`config.mk`:
```
export PLATFORM = sky130hd
export DESIGN_NAME = ccc_phase_step_ctrl
export DESIGN_NICKNAME = d
export VERILOG_FILES = /design/src/rtl/ccc_phase_step_ctrl.sv
export SDC_FILE = /design/constraint.sdc
export NUM_CORES = 1
export LEC_CHECK = 0
export CORE_MARGIN = 5
export CORE_UTILIZATION = 55
export DETAILED_ROUTE_END_ITERATION = 8
export PLACE_DENSITY_LB_ADDON = 0.25
export SETUP_SLACK_MARGIN = 0.4
export SYNTH_ARGS = -nofsm -noshare
export SYNTH_HDL_FRONTEND = slang
export SYNTH_SLANG_ARGS = --single-unit
```
`constraint.sdc`:
```
create_clock -name clk_i -period 3.2 [get_ports clk_i]
set_clock_uncertainty 0.1 [all_clocks]
set_input_delay 0.32 -clock clk_i [delete_from_list [all_inputs] [get_ports clk_i]]
set_output_delay 0.32 -clock clk_i [all_outputs]
set_load 0.005 [all_outputs]
```
`src/rtl/ccc_phase_step_ctrl.sv`:
```
// ccc_phase_step_ctrl: CCC PLL power-up/lock sequencer and phase-rotate stepper (CCC_PHASE_CTRL_RELOCK_EN enables abort-and-relock on lock loss)
module ccc_phase_step_ctrl #(
  parameter int PWRDN_CYC    = 16,
  parameter int LOCK_TIMEOUT = 4096,
  parameter int ROT_GAP      = 4,
  parameter int CNT_W        = 6,
  parameter int POS_W        = 6
) (
  input  logic             clk_i,
  input  logic             reset_i,
  input  logic             pll_lock_i,
  output logic             pll_powerdown_n_o,
  input  logic             step_req_i,
  input  logic [1:0]       step_sel_i,
  input  logic             step_dir_i,
  input  logic [CNT_W-1:0] step_cnt_i,
  input  logic             load_req_i,
  output logic             step_ack_o,
  output logic             phase_out0_sel_o,
  output logic             phase_out2_sel_o,
  output logic             phase_out3_sel_o,
  output logic             phase_direction_o,
  output logic             phase_rotate_o,
  output logic             load_phase_n_o,
  output logic [POS_W-1:0] phase_pos0_o,
  output logic [POS_W-1:0] phase_pos2_o,
  output logic [POS_W-1:0] phase_pos3_o,
  output logic             ready_o,
  output logic             lock_lost_o,
  output logic             timeout_o
);
  localparam int TW = $clog2(LOCK_TIMEOUT) + 1;
  typedef enum logic [3:0] {PWRDN, WAIT_LOCK, IDLE, SETUP, ROT_HI, ROT_LO, LOAD, DONE, FAIL} state_e;
  state_e state_q;
  logic [TW-1:0] cnt_q;
  logic [CNT_W-1:0] rem_q;
  logic [POS_W-1:0] pos0_q, pos2_q, pos3_q, pos_inc;
  logic lock_s1_q, lock_s2_q, pwrdn_n_q, out0_q, out2_q, out3_q, dir_q, rot_q, load_n_q;
  logic ack_q, ready_q, lost_q, tmo_q, gap_end, lost_now;
  assign pos_inc  = dir_q ? POS_W'(1) : '1;
  assign gap_end  = cnt_q == TW'(ROT_GAP - 1);
  assign lost_now = !lock_s2_q && (state_q inside {IDLE, SETUP, ROT_HI, ROT_LO, LOAD, DONE});
  always_ff @(posedge clk_i) begin
    if (reset_i) begin
      state_q   <= PWRDN;
      cnt_q     <= '0;
      rem_q     <= '0;
      pos0_q    <= '0;
      pos2_q    <= '0;
      pos3_q    <= '0;
      lock_s1_q <= 1'b0;
      lock_s2_q <= 1'b0;
      pwrdn_n_q <= 1'b0;
      out0_q    <= 1'b0;
      out2_q    <= 1'b0;
      out3_q    <= 1'b0;
      dir_q     <= 1'b0;
      rot_q     <= 1'b0;
      load_n_q  <= 1'b1;
      ack_q     <= 1'b0;
      ready_q   <= 1'b0;
      lost_q    <= 1'b0;
      tmo_q     <= 1'b0;
    end else begin
      lock_s1_q <= pll_lock_i;
      lock_s2_q <= lock_s1_q;
      ack_q     <= 1'b0;
      ready_q   <= 1'b0;
      rot_q     <= 1'b0;
      cnt_q     <= cnt_q + 1'b1;
      if (lost_now) lost_q <= 1'b1;
`ifdef CCC_PHASE_CTRL_RELOCK_EN
      if (lost_now) begin
        state_q   <= PWRDN;
        cnt_q     <= '0;
        pwrdn_n_q <= 1'b0;
        out0_q    <= 1'b0;
        out2_q    <= 1'b0;
        out3_q    <= 1'b0;
        dir_q     <= 1'b0;
        load_n_q  <= 1'b1;
        pos0_q    <= '0;
        pos2_q    <= '0;
        pos3_q    <= '0;
        ack_q     <= state_q inside {SETUP, ROT_HI, ROT_LO, LOAD};
      end else
`endif
      case (state_q)
        PWRDN: if (cnt_q == TW'(PWRDN_CYC - 1)) begin
          pwrdn_n_q <= 1'b1;
          cnt_q     <= '0;
          state_q   <= WAIT_LOCK;
        end
        WAIT_LOCK: if (lock_s2_q) begin
          ready_q <= 1'b1;
          state_q <= IDLE;
        end else if (cnt_q == TW'(LOCK_TIMEOUT - 1)) begin
          tmo_q   <= 1'b1;
          state_q <= FAIL;
        end
        IDLE: begin
          cnt_q <= '0;
          if (load_req_i) begin
            load_n_q <= 1'b0;
            pos0_q   <= '0;
            pos2_q   <= '0;
            pos3_q   <= '0;
            state_q  <= LOAD;
          end else if (step_req_i && step_cnt_i == '0) begin
            ack_q   <= 1'b1;
            state_q <= DONE;
          end else if (step_req_i) begin
            out0_q  <= step_sel_i[0] == step_sel_i[1];
            out2_q  <= step_sel_i[0];
            out3_q  <= step_sel_i[1];
            dir_q   <= step_dir_i;
            rem_q   <= step_cnt_i;
            state_q <= SETUP;
          end else ready_q <= lock_s2_q;
        end
        SETUP: if (gap_end) begin
          rot_q   <= 1'b1;
          state_q <= ROT_HI;
        end
        ROT_HI: begin
          cnt_q   <= '0;
          rem_q   <= rem_q - 1'b1;
          pos0_q  <= out0_q ? pos0_q + pos_inc : pos0_q;
          pos2_q  <= out2_q ? pos2_q + pos_inc : pos2_q;
          pos3_q  <= out3_q ? pos3_q + pos_inc : pos3_q;
          state_q <= ROT_LO;
        end
        ROT_LO: if (gap_end) begin
          if (rem_q != '0) begin
            rot_q   <= 1'b1;
            state_q <= ROT_HI;
          end else begin
            out0_q  <= 1'b0;
            out2_q  <= 1'b0;
            out3_q  <= 1'b0;
            dir_q   <= 1'b0;
            ack_q   <= 1'b1;
            state_q <= DONE;
          end
        end
        LOAD: if (gap_end) begin
          load_n_q <= 1'b1;
          ack_q    <= 1'b1;
          state_q  <= DONE;
        end
        DONE: begin
          cnt_q   <= '0;
          ready_q <= lock_s2_q;
          state_q <= IDLE;
        end
        default: ;
      endcase
    end
  end
  assign pll_powerdown_n_o = pwrdn_n_q;
  assign step_ack_o        = ack_q;
  assign phase_out0_sel_o  = out0_q;
  assign phase_out2_sel_o  = out2_q;
  assign phase_out3_sel_o  = out3_q;
  assign phase_direction_o = dir_q;
  assign phase_rotate_o    = rot_q;
  assign load_phase_n_o    = load_n_q;
  assign phase_pos0_o      = pos0_q;
  assign phase_pos2_o      = pos2_q;
  assign phase_pos3_o      = pos3_q;
  assign ready_o           = ready_q;
  assign lock_lost_o       = lost_q;
  assign timeout_o         = tmo_q;
endmodule
```
# Word-level counts from Yosys, hierarchy flattened

Index checks and enable logic that the tools add are counted.

Add/subtract/negate cells: 5
Eq/ne operators: 25
Mux-type cells: 60
Bitwise logic cells: 1
Reductions and logical operators: 21

Operator list:

| kind                    | count |
|---|---|
| $mux W6                 | 8 |
| $pmux W6 S2             | 4 |
| $mux W4                 | 9 |
| $pmux W4 S8             | 1 |
| $mux W1                 | 27 |
| $pmux W13 S2            | 1 |
| $ne A2 B2 Y1 const B    | 12 |
| $add A6 B6 Y6           | 3 |
| $eq A4 B3 Y1 const B    | 4 |
| $reduce_and A3 Y1       | 5 |
| $add A13 B1 Y13 const B | 1 |
| $eq A13 B12 Y1 const B  | 1 |
| $eq A13 B2 Y1 const B   | 1 |
| $eq A13 B4 Y1 const B   | 1 |
| $mux W13                | 1 |
| $pmux W1 S2             | 6 |
| $reduce_bool A6 Y1      | 2 |
| $eq A4 B2 Y1 const B    | 2 |
| $reduce_bool A8 Y1      | 1 |
| $reduce_and A7 Y1       | 1 |
| $logic_not A6 Y1        | 1 |
| $pmux W1 S3             | 2 |
| $reduce_and A6 Y1       | 1 |
| $reduce_bool A2 Y1      | 3 |
| other kinds (13)        | 14 |

Register bits: 54
Input port bits: 14
Output and inout bits: 29
Word-level logic and storage cells: 131

# Logic depth before layout (Yosys ltp)

Depth in word-level cells: 5
Depth in mapped cells: 8
Depth with buffers taken out: 7

# Least setup slack after synthesis

Ideal clock, no wire load.

Path kind: register to register
From: reg dir_q (netlist: phase_direction_o)
To: reg pos2_q[5] (netlist: phase_pos2_o[5])
Library setup time: 0.070 ns
Arrival time: 2.658 ns
Required time: 3.030 ns
Path slack: 0.372 ns
Cell stages (with the launch flop): 9
Path buffers: 1
Period minus slack after synthesis: 2.828 ns
Cells stage by stage: dfxtp_1 > clkbuf_1 > inv_1 > ha_1 > o21ai_0 > or4b_2 > o2111ai_1 > mux2_2 > a21oi_1

Cells in the longest elaborated chain, start to end: 4

RTL lines:

| what                   | line | source |
|---|---|---|
| from (decl)            | 38   | `logic lock_s1_q, lock_s2_q, pwrdn_n_q, out0_q, out2_q, out3_q, dir_q, rot_q, load_n_q;` |
| from (signal assigned) | 116  | `dir_q <= step_dir_i;` |
| $mux W6                | 40   | `assign pos_inc = dir_q ? POS_W'(1) : '1;` |
| $add A6 B6 Y6          | 129  | `pos2_q <= out2_q ? pos2_q + pos_inc : pos2_q;` |
| $mux W6                | 129  |  |
| $pmux W6 S2            | 88   | `case (state_q)` |
| to (signal assigned)   | 129  |  |
| to (decl)              | 37   | `logic [POS_W-1:0] pos0_q, pos2_q, pos3_q, pos_inc;` |

Every way passes these cells. The select of a mux whose other input is x is not followed.
A chain may end at the register's enable or synchronous reset.

# Worst setup path in the final report

From: reg state_q[0]
To: reg pos0_q[4] (netlist: phase_pos0_o[4])

Cells in the longest elaborated chain, start to end: 3
Elaborated cells on any way between the ends: 7
Classes of those cells: 4 x eq/ne; 1 x mux; 2 x reduce/logical

RTL lines:

| what                                                                | line | source |
|---|---|---|
| from (decl)                                                         | 34   | `state_e state_q;` |
| from (signal assigned)                                              | 45   | `state_q <= PWRDN;` |
| from (signal assigned)                                              | 92   | `state_q <= WAIT_LOCK;` |
| from (signal assigned)                                              | 96   | `state_q <= IDLE;` |
| $eq A4 B3 Y1 or $eq A4 B2 Y1 (tied branches)                        | 88   |  |
| $ne A2 B2 Y1 (no source line) or $reduce_bool A2 Y1 (tied branches) | n/a  |  |
| $reduce_and A3 Y1 (no source line)                                  | n/a  |  |
| to (signal assigned)                                                | 128  | `pos0_q <= out0_q ? pos0_q + pos_inc : pos0_q;` |
| to (decl)                                                           | 37   |  |

Several ways; a longest one is shown, not always the timed one.

==> flow_summary.json <==
{
  "status": "finished clean",
  "num_antenna_cells": 0,
  "drt_pre_antenna_iters": 4,
  "gp_congestion": 0.868,
  "seq_area_frac_synth_pct": 33.8,
  "dp_hpwl_mm": 5.43,
  "rsz0062_at_grt": "false",
  "reg2reg_to": "phase_pos0_o[4]",
  "num-fill-cells": 470,
  "vias": 2994,
  "dp_slack_ns": 0.776,
  "cts_setup_buffers": 0,
  "hold_end": "lock_s2_q",
  "crit_arrival_ns": 2.62,
  "routed_wirelength_mm": 7.28,
  "grt_util_met2_pct": 35.8,
  "die_y_um": 86.3,
  "power.density_nw_per_um2": 456,
  "die_w_um": 86.3,
  "cts_resized": 0,
  "crit_type": "register to register",
  "slew_headroom_pct": 47.9,
  "via_per_inst": 5.95,
  "hold_depth": 1,
  "rr_worst_depth": 4,
  "grt_max_degree": 22,
  "ys_ff_latch": 54,
  "crit_path_max_fanout": 21,
  "cts_hold_buf": 0,
  "std_cell_rows": 27,
  "drive_gt1_share_pct": 6.50,
  "antenna_found_initial": 0,
  "maxCapViolations": 0,
  "hold_path.startpoint": "lock_s1_q",
  "power.leakage_nw": 1.37,
  "hp-class": "register to register",
  "drtIter0Drc": 194,
  "port_buffers": 42,
  "setup_viol": 0,
  "htree_levels": 2,
  "period_needed_ns": 2.48,
  "clock_path_buffers": 2,
  "synthTopCellsByArea": "dfxtp_1, ha_1, nor2_1, a21oi_1, nand2_1",
  "start_util_pct": 57.4,
  "yosys-top-cells-count": "dfxtp_1, nor2_1, nand2_1",
  "synth_ff_type": "dfxtp_1",
  "grt.total_usage_pct": 19.8,
  "drc_errors": 0,
  "grt_pass1_vias": 2816,
  "area_growth_pct": 18.8,
  "core_um2": 5570,
  "synth.net_count": 422,
  "cts_tree": "done",
  "syn_area_um2": 3200,
  "fin_ws_ns": 0.716,
  "fmax_ghz": 0.403,
  "r2r-start": "state_q[0]",
  "avgSynthCellArea_um2": 8.21,
  "slew_violations": 0,
  "antenna_left": 0,
  "yosysTopAreaCellShare_pct": 33.8,
  "ys_warn_count": 0,
  "cts_root_buf": "clkbuf_8",
  "ir_worst_vdd_mv": 0.334,
  "yosysTopAreaCell": "dfxtp_1",
  "synth.most_common_cell": "dfxtp_1",
  "synthArstFlopShare_pct": 0,
  "setup_tns_ns": 0,
  "final_nets": 462,
  "synth_edf_count": 0,
  "die_area_um2": 7450,
  "grt_pass1_wl_mm": 12.3,
  "cts_num_sinks": 54,
  "cts_buffers": 5,
  "clkTransAtPathRegs_ns": 0.09,
  "clkLatencyLatePin_ns": 0.31,
  "r2r_setup_slack_ns": 0.72,
  "wl_per_cell_um": 14.5,
  "ios": 43,
  "grt_most_used_layer": "met2",
  "grt_use_met1_pct": 23.6,
  "cp.required_ns": 3.34,
  "grt_overflow": 0,
  "met3_usage_pct": 3.99,
  "start_kind": "register",
  "tightest_slew_ns": 0.782,
  "fin_crit_sh_pct": 77.6,
  "synth_cell_types": 56,
  "postSynthCellCount": 390,
  "hold_viol_final": 0,
  "endpoint_kind": "register"
}
[layout by cell type (no fill, tap or decap), types with 4 or more instances in the layout]
| cell | instances |
|---|---|
| a211oi_1 | 7 |
| a21o_1 | 4 |
| a21oi_1 | 29 |
| a221oi_1 | 4 |
| a22o_1 | 4 |
| a31oi_1 | 4 |
| and3_1 | 7 |
| buf_4 | 5 |
| clkbuf_8 | 5 |
| clkdlybuf4s50_1 | 42 |
| dfxtp_1 | 54 |
| ha_1 | 15 |
| inv_1 | 21 |
| mux2i_1 | 9 |
| nand2_1 | 32 |
| nand2b_1 | 8 |
| nand3_1 | 8 |
| nand4_1 | 8 |
| nor2_1 | 41 |
| nor2b_1 | 12 |
| nor3_1 | 8 |
| nor3b_1 | 4 |
| nor4_1 | 7 |
| o2111ai_1 | 4 |
| o21ai_0 | 23 |
| or3_1 | 4 |
| xnor2_1 | 8 |
| xor2_1 | 6 |
[worst max-delay path, stage by stage (launching register included)]
cell     delay [ns]
dfxtp_1        0.66
or4b_1         0.71
o21ai_2        0.24
or4b_1         0.54
a21oi_1        0.15
[metrics by stage]
step                      instances  cell area [um^2]  utilization, %  total power [mW]  hold slack [ns]
after floorplan                 390              3200               -              1.14            0.314
after global placement          495              3690            66.2              1.27            0.321
after detailed placement        495              3690            66.2              1.29            0.325
after CTS                       503              3800            68.2              1.74            0.348
after global routing            503              3800            68.2              1.84            0.382
final                           503              3800            68.2              1.73            0.347
[state kept, by name, summed over array words and instances, names as in the netlist]
signal,count
phase_direction_o,1
lock_lost_o,1
ready_o,1
load_phase_n_o,1
phase_pos2_o,6
timeout_o,1
phase_out0_sel_o,1
step_ack_o,1
rem_q,6
lock_s1_q,1
cnt_q,13
state_q,4
lock_s2_q,1
phase_pos0_o,6
phase_rotate_o,1
pll_powerdown_n_o,1
phase_out2_sel_o,1
phase_out3_sel_o,1
phase_pos3_o,6
[how the worst max path moves through the flow]
stage / slack (ns) / start / cells after the start / end
6_report: 0.72 / state_q[0] / 4 / phase_pos0_o[4]
4_1_cts: 0.76 / state_q[2] / 5 / phase_pos0_o[4]
3_3_place_gp: 0.83 / state_q[2] / 5 / phase_pos0_o[4]
5_1_grt: 0.53 / state_q[0] / 4 / phase_pos0_o[2]
3_5_place_dp: 0.78 / state_q[2] / 5 / phase_pos0_o[4]
2_1_floorplan: 0.47 / phase_direction_o / 8 / phase_pos2_o[5]
[kinds of logic (layout without fill, tap and decap cells)]
logic type	Yosys count	after routing	synth area share, %
DFF	54	54	33.8
adders and majority gates	18	18	7.74
muxes	12	12	3.99
xor gates and xnor gates	14	14	3.83
AOI/OAI and AO/OA	98	98	19.7
and+or+nand+nor	158	158	26.6
buffers and inverters	36	77	4.34
[per-layer routing]
layer,share of wire (%),up-vias
li1,-,1499
met1,43,1409
met2,50,75
met3,5.2,11
met4,1.7,0
met5,0,-
[power by group]
part / internal, mW / switching (mW)
registers: 0.722 / 0.0539
clock network: 0.231 / 0.220
logic: 0.200 / 0.307
[layout make-up]
cell class / count / area (um^2) / share of cell area (%)
inverters: 22 / 82.6 / 2.17
flip-flops and latches: 54 / 1080 / 28.4
multi-input cells: 300 / 1980 / 52.1
well taps: 72 / 90.1 / 2.37
repair buffers: 47 / 458 / 12.0
clock buffers: 5 / 68.8 / 1.81
clock inverters: 3 / 40.0 / 1.05
No activity file was read; power rests on OpenSTA's default activity.
==> edit: new RTL, same flow settings <==
Make the reset (`reset_i`) asynchronous in one clocked block.
--- a/src/rtl/ccc_phase_step_ctrl.sv
+++ b/src/rtl/ccc_phase_step_ctrl.sv
@@ -40,7 +40,7 @@
   assign pos_inc  = dir_q ? POS_W'(1) : '1;
   assign gap_end  = cnt_q == TW'(ROT_GAP - 1);
   assign lost_now = !lock_s2_q && (state_q inside {IDLE, SETUP, ROT_HI, ROT_LO, LOAD, DONE});
-  always_ff @(posedge clk_i) begin
+  always_ff @(posedge clk_i or posedge reset_i) begin
     if (reset_i) begin
       state_q   <= PWRDN;
       cnt_q     <= '0;
Formal check against the unedited RTL: same outputs for any inputs over 10 cycles, from zero or initial values and one cycle with reset_i high; that may be too few to reach the edited logic, so the function may still have changed.
==> edit against the unedited design <==
Worst hold slack worse by 220 ps; synthesized area up 2.9%; sequential share of layout area up 6.4 points; final area up 2.2%; setup slack better by 39 ps; sequential cell count unchanged; routed wire length about the same.
Power is not compared: it rests on default switching activity, and its combinational part moved more than twofold at a synthesized area within 25%.
==> edit: results (changes against the unedited design) <==
- Biggest register: cnt_q (unchanged)
- Clkbuf count: 7 (was 5)
- Post-synthesis adder-cell area fraction: 7.53% (was 7.74%)
- Syn_nets: 386 (was 422)
- R2R Setup Slk: 760 ps (was 720 ps)
- Final #Nets: 426 (was 462)
- Worst-Margin Slew: 634 ps (was 782 ps)
- Clock-cell share: 3.00% (was 2.86%)
- #MultiIn Comb: 269 (was 300)
- First DRT Iteration DRCs: 156 (was 194)
- Place WS: 830 ps (was 776 ps)
- Fraction of layout cells with a size suffix above 1: 7.09% (was 6.50%)
- Vias in the first global route: 2646 (was 2816)
- Cell internal pwr: 0.00197 W
- Fmax: 409 MHz (was 403 MHz)
- Post-synthesis sequential area ratio: 41.1% (was 33.8%)
- First-pass GRT wire length: 12400 um (was 12300 um)
- FF/Latch Area: 1350 um2 (was 1080 um2)
- Clock Pin Slew Worst Setup and Hold Paths: 100 ps
- Post-synthesis mux area share: 1.33% (was 3.99%)
- Signal inverters: 18 (was 22)
- Layout buffer count excluding clock buffers: 46 (was 47)
- Fin cells: 470 (was 503)
- Hpwl dp: 5510 um (was 5430 um)
- Synth top cells by count: 53 x dfrtp_1, 34 x nand2_1, 27 x nor2_1, 23 x o21ai_0, 18 x inv_1 (was 54 x dfxtp_1, 41 x nor2_1, 32 x nand2_1, 29 x a21oi_1, 23 x o21ai_0)
- Critical-path maximum fanout: 15 (was 21)
- Worst flop-to-flop path endpoint: phase_pos3_o[5] (was phase_pos0_o[4])
- Worst VDD drop: 378 uV
- Final non-clock buffer share: 11.6% (was 12.0%)
- Number of distinct library cells after synthesis: 51 (was 56)
- Drt pass-1 iters: 4 (unchanged)
- Diodes inserted: 0 (unchanged)
- Post-synth ARST share: 100% (was 0%)
- Reg-to-reg critical path startpoint: phase_direction_o (was state_q[0])
- Fillers: 476 (was 470)
- Outcome: complete, no violations (unchanged)
- Hold WC Path Type: input pin to async pin (was flop to flop)
- FF-to-FF path depth: 7 (was 4)
- CP max stage delay: 660 ps (was 710 ps)
- Crit path DAT: 2570 ps (was 2620 ps)
- Mapped Cells: 354 (was 390)
- GRT Total Usage: 20.2% (was 19.8%)
- Largest net degree at the start of global routing: 26 (was 22)
- Slowest CP cell: or4b_2 (was or4b_1)
- Total Wirelength: 7280 um (about the same)
- Multi-input gate area: 1800 um2 (was 1980 um2)
- Cts bufs inserted: 5 (unchanged)
- Top Consumer: combinational logic
- Count of input and output buffers: 42 (unchanged)
- Post-Synth XOR/XNOR Area: 5.59% (was 3.83%)
- Final GP Congestion: 0.835 (was 0.868)
- Seq Cell Count: 54 (unchanged)
- Synth Area in Compound Gates: 18.9% (was 19.7%)
- Vias: 2749 (was 2994)
- # placed instances: 462 (was 495)
==> edit: cell count changes after synthesis, sizes merged, moves of 6 or more <==
cell,change
nor2,-14
dfrtp,+53
dfxtp,-54
mux2i,-8
a21o,+6
a21oi,-18
o31ai,+14
==> edit: worst max-delay path: cells and delay by family (launching register included) <==
kind                       cells  cell delay, ps
DFF                            1             390
AOI/OAI and AO/OA              4             540
adders and majority gates      1             300
buffers and inverters          1             370
and+or+nand+nor                1             660
==> edit: stage by stage <==
step / power [W] / area [um2] / hold slack [ps]
after floorplan: 0.00239 / 3290 / 231
after global placement: 0.00285 / 3770 / 237
after detailed placement: 0.00292 / 3770 / 243
after CTS: 0.00340 / 3880 / 136
after global routing: 0.00369 / 3880 / 151
final: 0.00339 / 3880 / 126
==> edit: per-layer routing <==
layer,track usage [%],vias to the layer above,part of all wire [%]
li1,-,1351,-
met1,26.0,1325,44
met2,35.4,69,50
met3,3.50,4,5.1
met4,4.32,0,0.60
met5,0,-,0
